$ cat config.mk
export PLATFORM = sky130hd
export DESIGN_NAME = stitch_pipeline_drain
export DESIGN_NICKNAME = d
export VERILOG_FILES = /design/src/rtl/stitch_pipeline_drain.sv
export SDC_FILE = /design/constraint.sdc
export NUM_CORES = 1
export LEC_CHECK = 0
export CORE_UTILIZATION = 38
export CTS_CLUSTER_DIAMETER = 50
export DETAILED_ROUTE_END_ITERATION = 6
export PLACE_DENSITY = 0.7
export SLEW_MARGIN = 20
export SYNTH_ARGS = -nofsm -noshare
export SYNTH_HDL_FRONTEND = slang
export SYNTH_SLANG_ARGS = --single-unit
$ cat constraint.sdc
create_clock -name clk -period 4.2 [get_ports clk]
set_input_delay 1.26 -clock clk [delete_from_list [all_inputs] [get_ports clk]]
set_output_delay 1.26 -clock clk [all_outputs]
set_load 0.05 [all_outputs]
$ cat src/rtl/stitch_pipeline_drain.sv
// stitch_pipeline_drain: credit-throttled output FIFO for a fixed-latency, non-stallable pipeline.
// Valid bits shadow the pipeline stages so only genuine results are captured.
module stitch_pipeline_drain #(
    parameter int DATA_WIDTH = 32,
    parameter int LATENCY    = 2,
    parameter int DEPTH      = 4
) (
    input  logic                          clk,
    input  logic                          rst,
    input  logic                          in_valid,
    output logic                          in_ready,
    input  logic [DATA_WIDTH-1:0]         pipe_out,
    output logic                          out_valid,
    input  logic                          out_ready,
    output logic [DATA_WIDTH-1:0]         out_data,
    output logic [$clog2(DEPTH+1)-1:0]    occupancy,
    output logic [$clog2(DEPTH+1)-1:0]    credits,
    output logic                          overflow_err
);
    localparam int CW = $clog2(DEPTH + 1);
    localparam int PW = DEPTH > 1 ? $clog2(DEPTH) : 1;

    logic [LATENCY-1:0]    v;
    logic [PW-1:0]         rd_ptr, wr_ptr;
    logic [DATA_WIDTH-1:0] mem [DEPTH];
    logic                  issue, arrival, pop, full, write;

    function automatic logic [PW-1:0] nxt(input logic [PW-1:0] p);
        return p == PW'(DEPTH - 1) ? '0 : p + 1'b1;
    endfunction

    assign in_ready  = (credits != '0) & ~rst;
    assign out_valid = occupancy != '0;
    assign out_data  = mem[rd_ptr];
    assign issue     = in_valid & in_ready;
    assign arrival   = v[LATENCY-1];
    assign pop       = out_valid & out_ready;
    assign full      = occupancy == CW'(DEPTH);
    // A full FIFO still accepts an arrival when the head leaves in the same cycle.
    assign write     = arrival & (~full | pop);

    always_ff @(posedge clk) begin
        if (rst) begin
            v            <= '0;
            credits      <= CW'(DEPTH);
            occupancy    <= '0;
            rd_ptr       <= '0;
            wr_ptr       <= '0;
            overflow_err <= 1'b0;
        end else begin
            v[0] <= issue;
            for (int i = 1; i < LATENCY; i++) v[i] <= v[i-1];
            credits   <= credits + CW'(pop) - CW'(issue);
            occupancy <= occupancy + CW'(write) - CW'(pop);
            if (write) wr_ptr <= nxt(wr_ptr);
            if (pop) rd_ptr <= nxt(rd_ptr);
            if (arrival & full & ~pop) overflow_err <= 1'b1;
        end
    end

    always_ff @(posedge clk) begin
        if (write) mem[wr_ptr] <= pipe_out;
    end
endmodule

==> results of run 1 <==
## cell usage in the layout (no fill, tap or decap), types with 2 or more instances in the layout
master,instances
a21oi_1,3
and2_1,3
and3_2,4
buf_4,5
bufinv_16,3
clkbuf_1,2
clkbuf_16,17
clkdlybuf4s50_1,75
clkinv_2,4
clkinvlp_4,3
dfxtp_1,13
dfxtp_2,2
edfxtp_1,128
fa_1,2
ha_1,9
inv_1,8
mux4_2,32
nand3_1,2
nor2_1,6
nor2b_1,3
nor3_1,3
or3_1,2
xor2_1,2
## layer usage
metal  vias up  track usage
met2        88        0.230
met1      1305        0.166
met4         0       0.0664
met5         -            0
li1       1166            -
met3        17       0.0448
## cell type report
| cell class | instances | area, um2 | area share |
|---|---|---|---|
| Timing Repair Buffer | 81 | 808 | 0.117 |
| Tap cell | 176 | 220 | 0.0319 |
| Inverter | 8 | 30.0 | 0.00435 |
| Sequential cell | 143 | 4150 | 0.601 |
| Clock inverter | 12 | 145 | 0.0210 |
| Clock buffer | 19 | 433 | 0.0627 |
| Multi-Input combinational cell | 81 | 1120 | 0.162 |
## critical path: cells and delay by family, from the launching register on
kind	cells	cell delay, ns
flip-flops	1	0.66
multiplexers	1	0.34
buffers and inverters	2	1.04
## power by group through the flow
stage                     Sequential [mW]  Clock, mW  Combinational [mW]
after floorplan                      1.78          0               0.741
after global placement               1.71          0                1.17
after detailed placement             1.71          0                1.18
after CTS                            1.69       1.48                1.19
after global routing                 1.70       1.53                1.24
final                                1.68       1.46                1.17
## cell usage after synthesis (3+ instances only)
cell / n / area, um2
buf_2: 5 / 25.0
inv_1: 8 / 30.0
and2_1: 3 / 18.8
nor2b_1: 3 / 18.8
edfxtp_1: 128 / 3840
clkbuf_1: 3 / 11.3
and3_1: 4 / 25.0
nor3_1: 3 / 15.0
ha_1: 9 / 113
dfxtp_1: 15 / 300
mux4_2: 32 / 721
a21oi_1: 3 / 15.0
nor2_1: 6 / 22.5
## worst paths after layout
kind | startpoint | endpoint | cells past startpoint
hold / removal | v[0] | v[1] | 1
setup / recovery | flop | out_data[31] | 3
hold reg to reg | v[0] | v[1] | 1
setup reg to reg | occupancy[1] | occupancy[2] | 11
## kinds of logic after synthesis
logic type                 after synthesis  synth area share
buffers and inverters                   17            0.0132
xor gates and xnor gates                 3           0.00493
and+or+nand+nor                         28            0.0301
muxes                                   33             0.137
AOI/OAI and AO/OA                        6           0.00799
DFF                                    143             0.778
adders and majority gates               11            0.0287
## metrics by stage
step	area [um2]	cells	worst slack (ns)	power [mW]	utilization
final	6900	520	0.481	4.31	0.513
after global routing	6900	520	0.382	4.47	0.513
after CTS	6900	520	0.405	4.35	0.513
after detailed placement	6320	489	0.297	2.89	0.470
after global placement	6320	489	0.361	2.88	0.470
after floorplan	5330	241	0.739	2.52	-
## registers in the layout, summed over array words and instances (netlist names), named ones only
signal and cells:
mem 128, rd_ptr 2, credits 3, v 2
wr_ptr 2, occupancy 3, overflow_err 1
==> results.sh, run 1 <==
export IMPL_port_buffers=76
export IMPL_routed_wl_um=9080
export IMPL_ant_nets=0
export IMPL_max_vdd_ir_drop_mv=0.365
export IMPL_post_cts_buffers=0
export IMPL_hold_buffers=0
export IMPL_clkLatencyLatePin_ns=0.41
export IMPL_grt_max_degree=33
export IMPL_synth_edff_count=128
export IMPL_hpwl_um=5210
export IMPL_cp_max_fo=18
export IMPL_area_growth_pct=29.6
export IMPL_place_congestion=0.642
export IMPL_ys_seq_area_frac=0.778
export IMPL_drc=0
export IMPL_p_int_mw=3.01
export IMPL_syn_area_per_cell_um2=22.1
export IMPL_vias=2576
export IMPL_cp_slowest_cell="clkdlybuf4s50_1"
export IMPL_start_util=0.396
export IMPL_p_clk_frac=0.338
export IMPL_cts_resized=0
export IMPL_cp_end_kind="output port"
export IMPL_fp_row_count=42
export IMPL_fin_crit_sh=0.886
export IMPL_die_h_um=120
export IMPL_fp_coreArea_um2=13500
export IMPL_crit_arrival_ns=2.46
export IMPL_seq_power_share=0.391
export IMPL_crit_type="reg2out"
export IMPL_cts_sinks=143
export IMPL_cts_tree="done"
export IMPL_outcome="completed"
export IMPL_synthArstFlopShare=0
export IMPL_worst_slew_pin_slew_ns=0.887
export IMPL_ys_ff_latch=143
export IMPL_synth_nets=288
export IMPL_cpPeakStageDelay_ns=0.72
export IMPL_r2r_setup_slack_ns=1.54
export IMPL_synth_area_um2=5330
export IMPL_slew_headroom=0.408
export IMPL_rsz0062_at_grt="no"
export IMPL_syn_inst=241
export IMPL_overflow=0
export IMPL_p_comb_frac=0.271
export IMPL_dr_wl_met2_um=4520
export IMPL_fmax_mhz=269
export IMPL_nFillCells=1104
export IMPL_top_layer="met4"
export IMPL_grt_first_pass_wirelength_um=14500
export IMPL_clk_path_buf_depth=2
export IMPL_hold_viol=0
export IMPL_yosys_warnings=0
export IMPL_switchingPower_mw=1.30
export IMPL_nets=379
export IMPL_path_cells="buf_4 > mux4_2 > clkdlybuf4s50_1"
export IMPL_hold_path_class="reg2reg"
export IMPL_antenna_found_initial=0
export IMPL_grt_pass1_vias=2769
export IMPL_grt_usage=0.140
export IMPL_p_sw_frac=0.301
export IMPL_die_w_um=120
export IMPL_power_per_cell_area_nw_per_um2=624
export IMPL_whs_ns=0.459
export IMPL_setup_violations=0
export IMPL_fp_dieArea_um2=14500
export IMPL_synth_ff_type="edfxtp_1"
export IMPL_htree_levels=4
export IMPL_layout_drive_gt1_share=0.215
export IMPL_wl_met1_um=3850
export IMPL_crit_required_ns=2.94
export IMPL_start_kind="flop"
export IMPL_drt_wirelength_per_cell_um=17.5
export IMPL_finalClockSkew_ns=0.00582
export IMPL_first_iter_violations=178
export IMPL_drv_slew=0
export IMPL_insertedDiodeCount=0
export IMPL_post_route_min_period_ns=3.72
export IMPL_p_leak_nw=2.27
export IMPL_avgViaCountPerCell=4.95
export IMPL_root_buffer="clkbuf_16"
export IMPL_synth_cell_types=28
export IMPL_cap_violations=0
export IMPL_tns_ns=0
export IMPL_met3WireLength_um=521
export IMPL_drt_pass1_iterations=4
export IMPL_cts_buffers=17
export IMPL_ios=77
export IMPL_clkSlewWorstSetupHoldPaths_ns=0.06
No activity file was read; power rests on OpenSTA's default activity.
==> run 2, diff against run 1 <==
CTS_CLUSTER_SIZE = 16   (was unset)
==> results of run 2 <==
No change in the layout: final DEF, timing and power equal those of run 1.
